==> src/rtl/alu_ctx_pkg.sv <==
// alu_ctx_pkg
// Shared definitions for the ALU CSR "ctx" byte-serial initiator.
//   - ctx_state_e    : initiator FSM states
//   - CTX_*          : command byte layout and data width constants
//   - CSR_*          : known CSR addresses of the ALU responder
//   - CSR_UNMAPPED   : pattern the responder returns for unmapped reads
//   - ctx_cmd_byte() : builds the command byte from type and address
package alu_ctx_pkg;

  typedef enum logic [2:0] {
    ST_IDLE  = 3'd0,
    ST_CMD   = 3'd1,
    ST_WDATA = 3'd2,
    ST_RWAIT = 3'd3,
    ST_RDATA = 3'd4,
    ST_RSP   = 3'd5
  } ctx_state_e;

  localparam int CTX_WR_BIT     = 7;
  localparam int CTX_ADDR_W     = 7;
  localparam int CTX_DATA_BYTES = 4;
  localparam int CTX_RD_LAT_DEF = 4;

  localparam logic [CTX_ADDR_W-1:0] CSR_KC  = 7'h20;
  localparam logic [CTX_ADDR_W-1:0] CSR_SOR = 7'h24;

  localparam logic [31:0] CSR_UNMAPPED = 32'hDEAD_BEEF;

  // Command byte: type flag in the top bit, CSR address below it.
  function automatic logic [7:0] ctx_cmd_byte(input logic                  wr,
                                               input logic [CTX_ADDR_W-1:0] addr);
    logic [7:0] b;
    b                 = '0;
    b[CTX_ADDR_W-1:0] = addr;
    b[CTX_WR_BIT]     = wr;
    return b;
  endfunction

endpackage

==> src/rtl/alu_ctx_bytesr.sv <==
// alu_ctx_bytesr
// 32-bit byte-wide shift register. Moves towards the MSB one byte per
// shift, so the MSB byte leaves first and new bytes enter at the LSB.
// Load has priority over shift.
// Ports:
//   clk, rst_n  : clock, asynchronous active-low reset (clears contents)
//   load        : replace contents with load_data
//   load_data   : parallel load value
//   shift_en    : shift left by one byte, filling the LSB byte with shift_in
//   shift_in    : byte entering at the LSB end
//   data        : current contents
//   msb_byte    : current MSB byte (the next byte to leave)
module alu_ctx_bytesr (
  input  logic        clk,
  input  logic        rst_n,
  input  logic        load,
  input  logic [31:0] load_data,
  input  logic        shift_en,
  input  logic [7:0]  shift_in,
  output logic [31:0] data,
  output logic [7:0]  msb_byte
);

  logic [31:0] data_q, data_d;

  always_comb begin
    data_d = data_q;
    if (load) begin
      data_d = load_data;
    end else if (shift_en) begin
      data_d = {data_q[23:0], shift_in};
    end
  end

  always_ff @(posedge clk or negedge rst_n) begin
    if (!rst_n) begin
      data_q <= '0;
    end else begin
      data_q <= data_d;
    end
  end

  assign data     = data_q;
  assign msb_byte = data_q[31:24];

endmodule

==> src/rtl/alu_ctx_master.sv <==
// alu_ctx_master
// Byte-serial initiator for the ALU CSR "ctx" interface. Takes one 32-bit
// CSR request at a time on a valid/ready port, sends a command byte (and
// for writes four data bytes, MSB first) on ctx_val/ctx_out, and for reads
// gathers four response bytes from ctx_in a fixed RD_LAT cycles after the
// command byte. Every transaction ends with a one-cycle rsp_valid pulse.
// Ports:
//   clk, rst_n             : clock, asynchronous active-low reset
//   req_valid/req_ready    : request handshake (ready only while idle)
//   req_write/addr/wdata   : request type, CSR address, write data
//   rsp_valid/write/rdata  : completion pulse, its type, read data (held)
//   ctx_val/ctx_out        : command strobe and command/data byte
//   ctx_in                 : read byte from the responder, sampled directly
// Parameter:
//   RD_LAT : cycles from command byte to first read byte, 2..7
module alu_ctx_master
  import alu_ctx_pkg::*;
#(
  parameter int RD_LAT = CTX_RD_LAT_DEF
) (
  input  logic                  clk,
  input  logic                  rst_n,
  input  logic                  req_valid,
  output logic                  req_ready,
  input  logic                  req_write,
  input  logic [CTX_ADDR_W-1:0] req_addr,
  input  logic [31:0]           req_wdata,
  output logic                  rsp_valid,
  output logic                  rsp_write,
  output logic [31:0]           rsp_rdata,
  output logic                  ctx_val,
  output logic [7:0]            ctx_out,
  input  logic [7:0]            ctx_in
);

  // RWAIT lasts RD_LAT-1 cycles, so its counter runs 0 .. RD_LAT-2.
  localparam logic [2:0] WAIT_LAST = 3'(RD_LAT - 2);
  localparam logic [1:0] BYTE_LAST = 2'(CTX_DATA_BYTES - 1);

  ctx_state_e            state_q, state_d;
  logic [1:0]            byte_cnt_q, byte_cnt_d;
  logic [2:0]            wait_cnt_q, wait_cnt_d;
  logic                  write_q, write_d;
  logic [CTX_ADDR_W-1:0] addr_q, addr_d;
  logic                  ctx_val_q, ctx_val_d;
  logic [7:0]            ctx_out_q, ctx_out_d;
  logic                  rsp_valid_q, rsp_valid_d;
  logic                  rsp_write_q, rsp_write_d;
  logic [31:0]           rsp_rdata_q, rsp_rdata_d;

  logic                  wr_load, wr_shift;
  logic                  rd_load, rd_shift;
  logic [31:0]           wr_data, rd_data;
  logic [7:0]            wr_msb, rd_msb;
  logic                  unused_bits;

  // Write data shifts out MSB first; zeros fill from the bottom.
  alu_ctx_bytesr u_wr_sr (
    .clk       (clk),
    .rst_n     (rst_n),
    .load      (wr_load),
    .load_data (req_wdata),
    .shift_en  (wr_shift),
    .shift_in  (8'h00),
    .data      (wr_data),
    .msb_byte  (wr_msb)
  );

  // Read bytes arrive MSB first and enter at the bottom.
  alu_ctx_bytesr u_rd_sr (
    .clk       (clk),
    .rst_n     (rst_n),
    .load      (rd_load),
    .load_data (32'h0000_0000),
    .shift_en  (rd_shift),
    .shift_in  (ctx_in),
    .data      (rd_data),
    .msb_byte  (rd_msb)
  );

  assign unused_bits = ^{wr_data, rd_msb, rd_data[31:24]};

  assign req_ready = (state_q == ST_IDLE);

  // Next-state, counters and request capture. The read response word is
  // formed from the final incoming byte so it is registered together with
  // the rsp_valid pulse rather than a cycle later.
  always_comb begin
    state_d     = state_q;
    byte_cnt_d  = byte_cnt_q;
    wait_cnt_d  = wait_cnt_q;
    write_d     = write_q;
    addr_d      = addr_q;
    rsp_rdata_d = rsp_rdata_q;
    wr_load     = 1'b0;
    rd_load     = 1'b0;
    rd_shift    = 1'b0;

    case (state_q)
      ST_IDLE: begin
        if (req_valid) begin
          state_d    = ST_CMD;
          write_d    = req_write;
          addr_d     = req_addr;
          wr_load    = 1'b1;
          rd_load    = 1'b1;
          byte_cnt_d = '0;
          wait_cnt_d = '0;
        end
      end
      ST_CMD: begin
        state_d = write_q ? ST_WDATA : ST_RWAIT;
      end
      ST_WDATA: begin
        byte_cnt_d = byte_cnt_q + 2'd1;
        if (byte_cnt_q == BYTE_LAST) begin
          state_d = ST_RSP;
        end
      end
      ST_RWAIT: begin
        if (wait_cnt_q == WAIT_LAST) begin
          state_d    = ST_RDATA;
          wait_cnt_d = '0;
        end else begin
          wait_cnt_d = wait_cnt_q + 3'd1;
        end
      end
      ST_RDATA: begin
        rd_shift   = 1'b1;
        byte_cnt_d = byte_cnt_q + 2'd1;
        if (byte_cnt_q == BYTE_LAST) begin
          state_d     = ST_RSP;
          rsp_rdata_d = {rd_data[23:0], ctx_in};
        end
      end
      ST_RSP: begin
        state_d = ST_IDLE;
      end
      default: begin
        state_d = ST_IDLE;
      end
    endcase
  end

  // Registered outputs are decoded from the upcoming state so they line up
  // with the cycle that state is occupied. Entering or staying in WDATA
  // presents the current MSB write byte and advances the shift register.
  always_comb begin
    ctx_val_d   = 1'b0;
    ctx_out_d   = 8'h00;
    rsp_valid_d = 1'b0;
    rsp_write_d = 1'b0;
    wr_shift    = 1'b0;

    case (state_d)
      ST_CMD: begin
        ctx_val_d = 1'b1;
        ctx_out_d = ctx_cmd_byte(write_d, addr_d);
      end
      ST_WDATA: begin
        ctx_out_d = wr_msb;
        wr_shift  = 1'b1;
      end
      ST_RSP: begin
        rsp_valid_d = 1'b1;
        rsp_write_d = write_q;
      end
      default: begin
        ctx_out_d = 8'h00;
      end
    endcase
  end

  // All state, counters and registered outputs clear on reset, which also
  // drops any transaction in flight without a response.
  always_ff @(posedge clk or negedge rst_n) begin
    if (!rst_n) begin
      state_q     <= ST_IDLE;
      byte_cnt_q  <= '0;
      wait_cnt_q  <= '0;
      write_q     <= 1'b0;
      addr_q      <= '0;
      ctx_val_q   <= 1'b0;
      ctx_out_q   <= 8'h00;
      rsp_valid_q <= 1'b0;
      rsp_write_q <= 1'b0;
      rsp_rdata_q <= '0;
    end else begin
      state_q     <= state_d;
      byte_cnt_q  <= byte_cnt_d;
      wait_cnt_q  <= wait_cnt_d;
      write_q     <= write_d;
      addr_q      <= addr_d;
      ctx_val_q   <= ctx_val_d;
      ctx_out_q   <= ctx_out_d;
      rsp_valid_q <= rsp_valid_d;
      rsp_write_q <= rsp_write_d;
      rsp_rdata_q <= rsp_rdata_d;
    end
  end

  assign ctx_val   = ctx_val_q;
  assign ctx_out   = ctx_out_q;
  assign rsp_valid = rsp_valid_q;
  assign rsp_write = rsp_write_q;
  assign rsp_rdata = rsp_rdata_q;

endmodule

==> config.mk <==
export PLATFORM = sky130hd
export DESIGN_NAME = alu_ctx_master
export DESIGN_NICKNAME = d
export VERILOG_FILES = /design/src/rtl/alu_ctx_pkg.sv /design/src/rtl/alu_ctx_bytesr.sv /design/src/rtl/alu_ctx_master.sv
export SDC_FILE = /design/constraint.sdc
export NUM_CORES = 1
export LEC_CHECK = 0
export ABC_CLOCK_PERIOD_IN_PS = 4900
export BUFFER_PORTS_ARGS = -buffer_cell sky130_fd_sc_hd__buf_2
export CELL_PAD_IN_SITES_DETAIL_PLACEMENT = 0
export CELL_PAD_IN_SITES_GLOBAL_PLACEMENT = 1
export CORE_UTILIZATION = 46
export DETAILED_ROUTE_END_ITERATION = 7
export GPL_TIMING_DRIVEN = 0
export PLACE_DENSITY = 0.89
export RECOVER_POWER = 25
export REMOVE_ABC_BUFFERS = 1
export SYNTH_ARGS = -nofsm -noshare
export SYNTH_HDL_FRONTEND = slang
export SYNTH_SLANG_ARGS = --single-unit
==> constraint.sdc <==
create_clock -name clk -period 4.9 [get_ports clk]
set_input_delay 0.245 -clock clk [delete_from_list [all_inputs] [get_ports clk]]
set_output_delay 0.245 -clock clk [all_outputs]
set_load 0.01 [all_outputs]
### Word-level counts from Yosys, hierarchy flattened

Cells that the tools add are included.

* input bits: 51
* flip-flop bits (word level): 115

* eq/ne operators: 10
* reductions and logical operators: 9
* add/sub/neg operators: 2
* mux-type cells: 26

Operators by type and width (count)
* 32-bit two-way mux: 2
* 24-bit two-way mux: 2
* 8-bit case mux with 2 select lines: 1
* 3-bit two-way mux: 5
* 7-bit two-way mux: 2
* 3-bit by 2-bit equality test with 1-bit output, second input constant: 4
* 3-bit case mux with 4 select lines: 1
* 1-bit two-way mux: 10
* 2-bit nonzero test: 4
* 3-bit by 1-bit equality test with 1-bit output, second input constant: 2
* 3-bit equality test, second input constant: 2
* 3-bit case mux with 2 select lines: 1
* 2-bit AND reduction: 3
* 2-bit case mux with 2 select lines: 1
* 3-bit by 1-bit adder with 3-bit output, second input constant: 1
* 3-bit logical NOT: 1
* 2-bit by 1-bit adder with 2-bit output, second input constant: 1
* 2-bit equality test, second input constant: 1
* 2-bit two-way mux: 1
* 2-bit inequality test, second input constant: 1
* 2-bit OR reduction: 1

### Logic depth before layout (Yosys ltp)

* depth after elaboration: 7
* depth in mapped cells: 9

### Hierarchy

Synthesis repeated with hierarchy kept, for this count alone.

* cell total of the unflattened synthesis: 450
* area total of the unflattened synthesis: 5351.4 um^2

Modules (own cells, without submodules)
* alu_ctx_bytesr: cells each 147, times used 2, area an instance 1572.8 um^2
* alu_ctx_master: cells each 156, times used 1, area an instance 2205.9 um^2

### Worst setup path after synthesis

OpenSTA, ideal clock, no wires.

* path type: reg2reg
* start point: reg wait_cnt_q[0]
* end point: reg u_wr_sr.data_q[0], in the netlist u_wr_sr.data[0]
* setup time: 126 ps
* required time: 4774 ps
* path slack: 2957 ps
* path buffers: 3
* arrival: 1817 ps
* cell stages (with the launch flop): 8
* cell sequence: dfrtp_1 > or3b_1 > buf_2 > a211o_1 > buf_6 > nor3_4 > buf_6 > o21ai_0

* cells in the longest elaborated chain, start to end: 6

RTL lines
* start: declaration: RTL line alu_ctx_master.sv:42 `logic [2:0] wait_cnt_q, wait_cnt_d;`
* start signal: assignment: RTL line alu_ctx_master.sv:191 `wait_cnt_q <= wait_cnt_d;`
* 3-bit by 2-bit equality test with 1-bit output: RTL line alu_ctx_master.sv:121 `if (wait_cnt_q == WAIT_LAST) begin`
* 3-bit two-way mux: RTL line alu_ctx_master.sv:121
* 3-bit case mux with 4 select lines: RTL line alu_ctx_master.sv:99 `case (state_q)`
* 3-bit by 2-bit equality test with 1-bit output: RTL line alu_ctx_master.sv:155 `case (state_d)`
* 1-bit two-way mux: RTL line alu_ctx_master.sv:155
* 2-bit nonzero test (no line)
* end signal: assignment: RTL line alu_ctx_bytesr.sv:39 `data_q <= data_d;`
* end: declaration: RTL line alu_ctx_bytesr.sv:24 `logic [31:0] data_q, data_d;`

No other way between the ends.
A chain may end at the register's enable or synchronous reset.

### Worst setup path in the final report

* start point: reg state_q[1]
* end point: reg u_wr_sr.data_q[7], in the netlist u_wr_sr.data[7]

* cells in the longest elaborated chain, start to end: 6
* elaborated cells on any way between the ends: 15
* those cells by class: eq/ne (5); mux (7); reduce/logical (3)

RTL lines
* start: declaration: RTL line alu_ctx_master.sv:40 `ctx_state_e state_q, state_d;`
* start signal: assignment: RTL line alu_ctx_master.sv:189 `state_q <= state_d;`
* 3-bit equality test or 3-bit by 2-bit equality test with 1-bit output (tied branches): RTL line alu_ctx_master.sv:99
* 2-bit OR reduction (no line)
* 3-bit case mux with 4 select lines: RTL line alu_ctx_master.sv:99
* 3-bit by 2-bit equality test with 1-bit output: RTL line alu_ctx_master.sv:155
* 1-bit two-way mux: RTL line alu_ctx_master.sv:155
* 2-bit nonzero test (no line)

Several ways; a longest one is shown, not always the timed one.

==> impl_metrics.py <==
metrics = {
    "final_layout": {
        "multiInputGateArea_um2": 1659,
        "final_cells": 586,
        "drive_gt1_share_pct": 28.23,
        "final_common_cell": "dfrtp_1",
        "final_cell_mix": "dfrtp_1, buf_2, a22o_1, mux2_2, nand2_1",
        "n_antenna_cell": 0,
        "fill_cells": 845,
        "seqCellArea_um2": 2703,
        "syn2layout_area_growth_pct": 16.08,
        "finish.instance_area_um2": 5258,
        "fin_nets": 504,
    },
    "logic_synthesis": {
        "avgSynthCellArea_um2": 11.95,
        "synth_seq_cells": 108,
        "yosys.cell_types.count": 35,
        "yosysSeqAreaShare_pct": 59.67,
        "async_flop_share_pct": 100.0,
        "yosys_warnings": 0,
        "syn_area_um2": 4529,
        "yosysTopAreaCellShare_pct": 59.67,
        "yosysTopAreaCell": "dfrtp_1",
        "synth_edf_count": 0,
        "synth_flop_cell": "dfrtp_1",
        "synth_area_leaders": "dfrtp_1, mux2_2, a22o_1, a41oi_1, o31ai_1",
        "syn_inst": 379,
    },
    "placement": {
        "port_buffers": 94,
        "gp_congestion": 0.7395,
        "pre_cts_ws_ns": 0.7877,
        "dpl_cell_area_um2": 5085,
        "dpl.cell_count": 569,
        "dp_hpwl_mm": 5.917,
    },
    "sta": {
        "fin_tns_setup_ns": 0,
        "relSlewSlack_pct": -64.18,
        "min_period_ns": 4.053,
        "period_share_pct": 82.72,
        "hold_viol": 0,
        "drv_slew": 43,
        "skew_ns": 0.01028,
        "worstMarginPinSlew_ns": 2.463,
        "rsz0062_at_grt": "no",
        "layout_setup_ws_ns": 0.8468,
        "clock.fmax_mhz": 246.7,
        "finalSetupViolCount": 0,
    },
    "setup_path": {
        "crit_required_ns": 5.12,
        "end_kind": "flop",
        "critical_path_arrival_ns": 4.27,
        "path_max_fanout": 46,
        "worst-path-buf-inv": 1,
        "worstSetupStartpointType": "flop",
        "cpLargestDelayFamily": "simple AND/OR/NAND/NOR gates",
        "crit_slowest_cell": "nand2_1",
        "critPathMaxStageDelay_ns": 0.84,
        "crit_chain": "nor3_1, nand2_1, inv_2, a211o_1, nor3_4, o21ai_0",
        "worstSetupPathType": "flop to flop",
    },
    "power": {
        "cellLeakagePower_uw": 0.002506,
        "powerDensity_nw_per_um2": 587.3,
        "p_sw_share_pct": 41.05,
        "internal_power_uw": 1820,
        "p_seq_share_pct": 43.1,
        "ir_drop_uv": 316.7,
        "pwr-share-clk_pct": 16.8,
        "power_switching_uw": 1268,
        "fin_total_pwr_uw": 3088,
        "p_comb_share_pct": 40.1,
    },
    "routing": {
        "drc_errors": 0,
        "drtAntennaViolNets": 0,
        "wl_per_cell_um": 16.00,
        "vias": 3353,
        "viasPerCell": 5.722,
        "drtIter0Drc": 172,
        "drt_first_pass_iters": 4,
        "wirelength_mm": 9.374,
    },
    "global_route": {
        "grt.total_usage_pct": 19.53,
        "grt_max_degree": 67,
        "antenna_found_initial": 0,
        "first_global_vias": 3300,
        "overflow": 0,
        "grt_pass1_wl_mm": 15.73,
    },
    "die": {
        "io_pins": 95,
        "die_height_um": 101.2,
        "initial_core_util_pct": 48.33,
        "die-area_um2": 10250,
        "dieWidth_um": 101.2,
        "rows": 35,
        "core-area_um2": 9371,
    },
    "run": {
        "cap_violations": 1,
    },
    "clocking": {
        "insertion_delay_ns": 0.37,
        "postCtsSetupBuffers": 0,
        "post_cts_resized": 0,
        "cts_tree": "yes",
        "clockRootBuffer": "clkbuf_8",
        "clock-sinks": 108,
        "clk_path_buf_depth": 2,
        "numCtsBuffers": 9,
        "htree_levels": 3,
        "path_clk_slew_ns": 0.11,
    },
    "status": {
        "status": "complete, but fails checks",
        "violations": "capacitance limit, slew limit",
    },
    "hold_path": {
        "min_path_type": "input pin to flop",
    },
}
[metrics by stage]
| stage | util [%] | hold WS, ns |
|---|---|---|
| 4_1_cts | 56.44 | 0.05982 |
| 2_1_floorplan | - | -0.05059 |
| 3_5_place_dp | 54.26 | 0.2818 |
| 5_1_grt | 56.10 | 0.07267 |
| 3_3_place_gp | 53.31 | 0.4461 |
| 6_report | 56.10 | 0.07057 |
[per-layer routing]
layer | GRT usage, % | share of wire, % | up-vias
met1 | 26.59 | 46 | 1690
met5 | 0 | 0 | -
li1 | - | - | 1545
met3 | 3.382 | 5.5 | 10
met2 | 31.97 | 48 | 108
met4 | 6.355 | 1.1 | 0
[cell usage after synthesis, types with 2 or more instances]
master and instances:
dfrtp_1 108, a22o_1 32, mux2_2 32, nand2_1 28, a21oi_1 26, nor2_1 26, o31ai_1 25, a41oi_1 24
clkbuf_1 22, o21ai_0 15, buf_2 12, buf_6 2, inv_1 2, inv_2 2, nand3_1 2, nor2b_1 2
[final timing paths]
kind	from	to	slack [ns]	depth (start not counted)
min in group asynchronous	rst_n	rsp_rdata[17]	1.17	2
worst min register to register	byte_cnt_q[1]	byte_cnt_q[1]	0.50	2
max in group asynchronous	rst_n	u_wr_sr.data[7]	2.33	2
worst max-delay path	state_q[1]	u_wr_sr.data[7]	0.85	6
worst min-delay path	req_wdata[5]	u_wr_sr.data[5]	0.07	3
worst max register to register	state_q[1]	u_wr_sr.data[7]	0.85	6
[cell type report]
cell class	instances	area share [%]
Timing Repair Buffer	98	9.924
Inverter	5	0.3570
Clock buffer	9	2.356
Tap cell	129	3.070
Sequential cell	108	51.40
Clock inverter	7	1.333
Multi-Input combinational cell	230	31.56
[tightest hold or removal path, cell delays in order]
cell and delay (ns):
buf_2 0.07, nand2_1 0.03, o21ai_0 0.05
[cell families after synthesis]
family                     after synthesis  share of synthesized area [%]
xor gates and xnor gates                 1                         0.1934
DFF                                    108                          59.67
adders and majority gates                1                         0.2762
and+or+nand+nor                         69                          6.989
buffers and inverters                   41                          4.061
AOI/OAI and AO/OA                      127                          20.86
muxes                                   32                          7.956
[state kept, by name (all words and copies together), names as in the netlist, 2 cells and up]
name          cells
state_q           3
wait_cnt_q        3
rsp_rdata        32
ctx_out           8
u_rd_sr.data     24
byte_cnt_q        2
u_wr_sr.data     32
[what timing repair did]
item,4_1_cts,5_1_grt
endpoints found under the setup margin,0,0
endpoints found under the hold margin,42,0
hold buffers,1,0
[power groups by stage]
stage | Clock, µW | Sequential, µW | Combinational, µW
2_1_floorplan | 0 | 1340 | 833
3_3_place_gp | 0 | 1330 | 1190
3_5_place_dp | 0 | 1340 | 1250
4_1_cts | 537 | 1330 | 1260
5_1_grt | 573 | 1360 | 1380
6_report | 520 | 1330 | 1240
No activity file was read; power rests on OpenSTA's default activity.
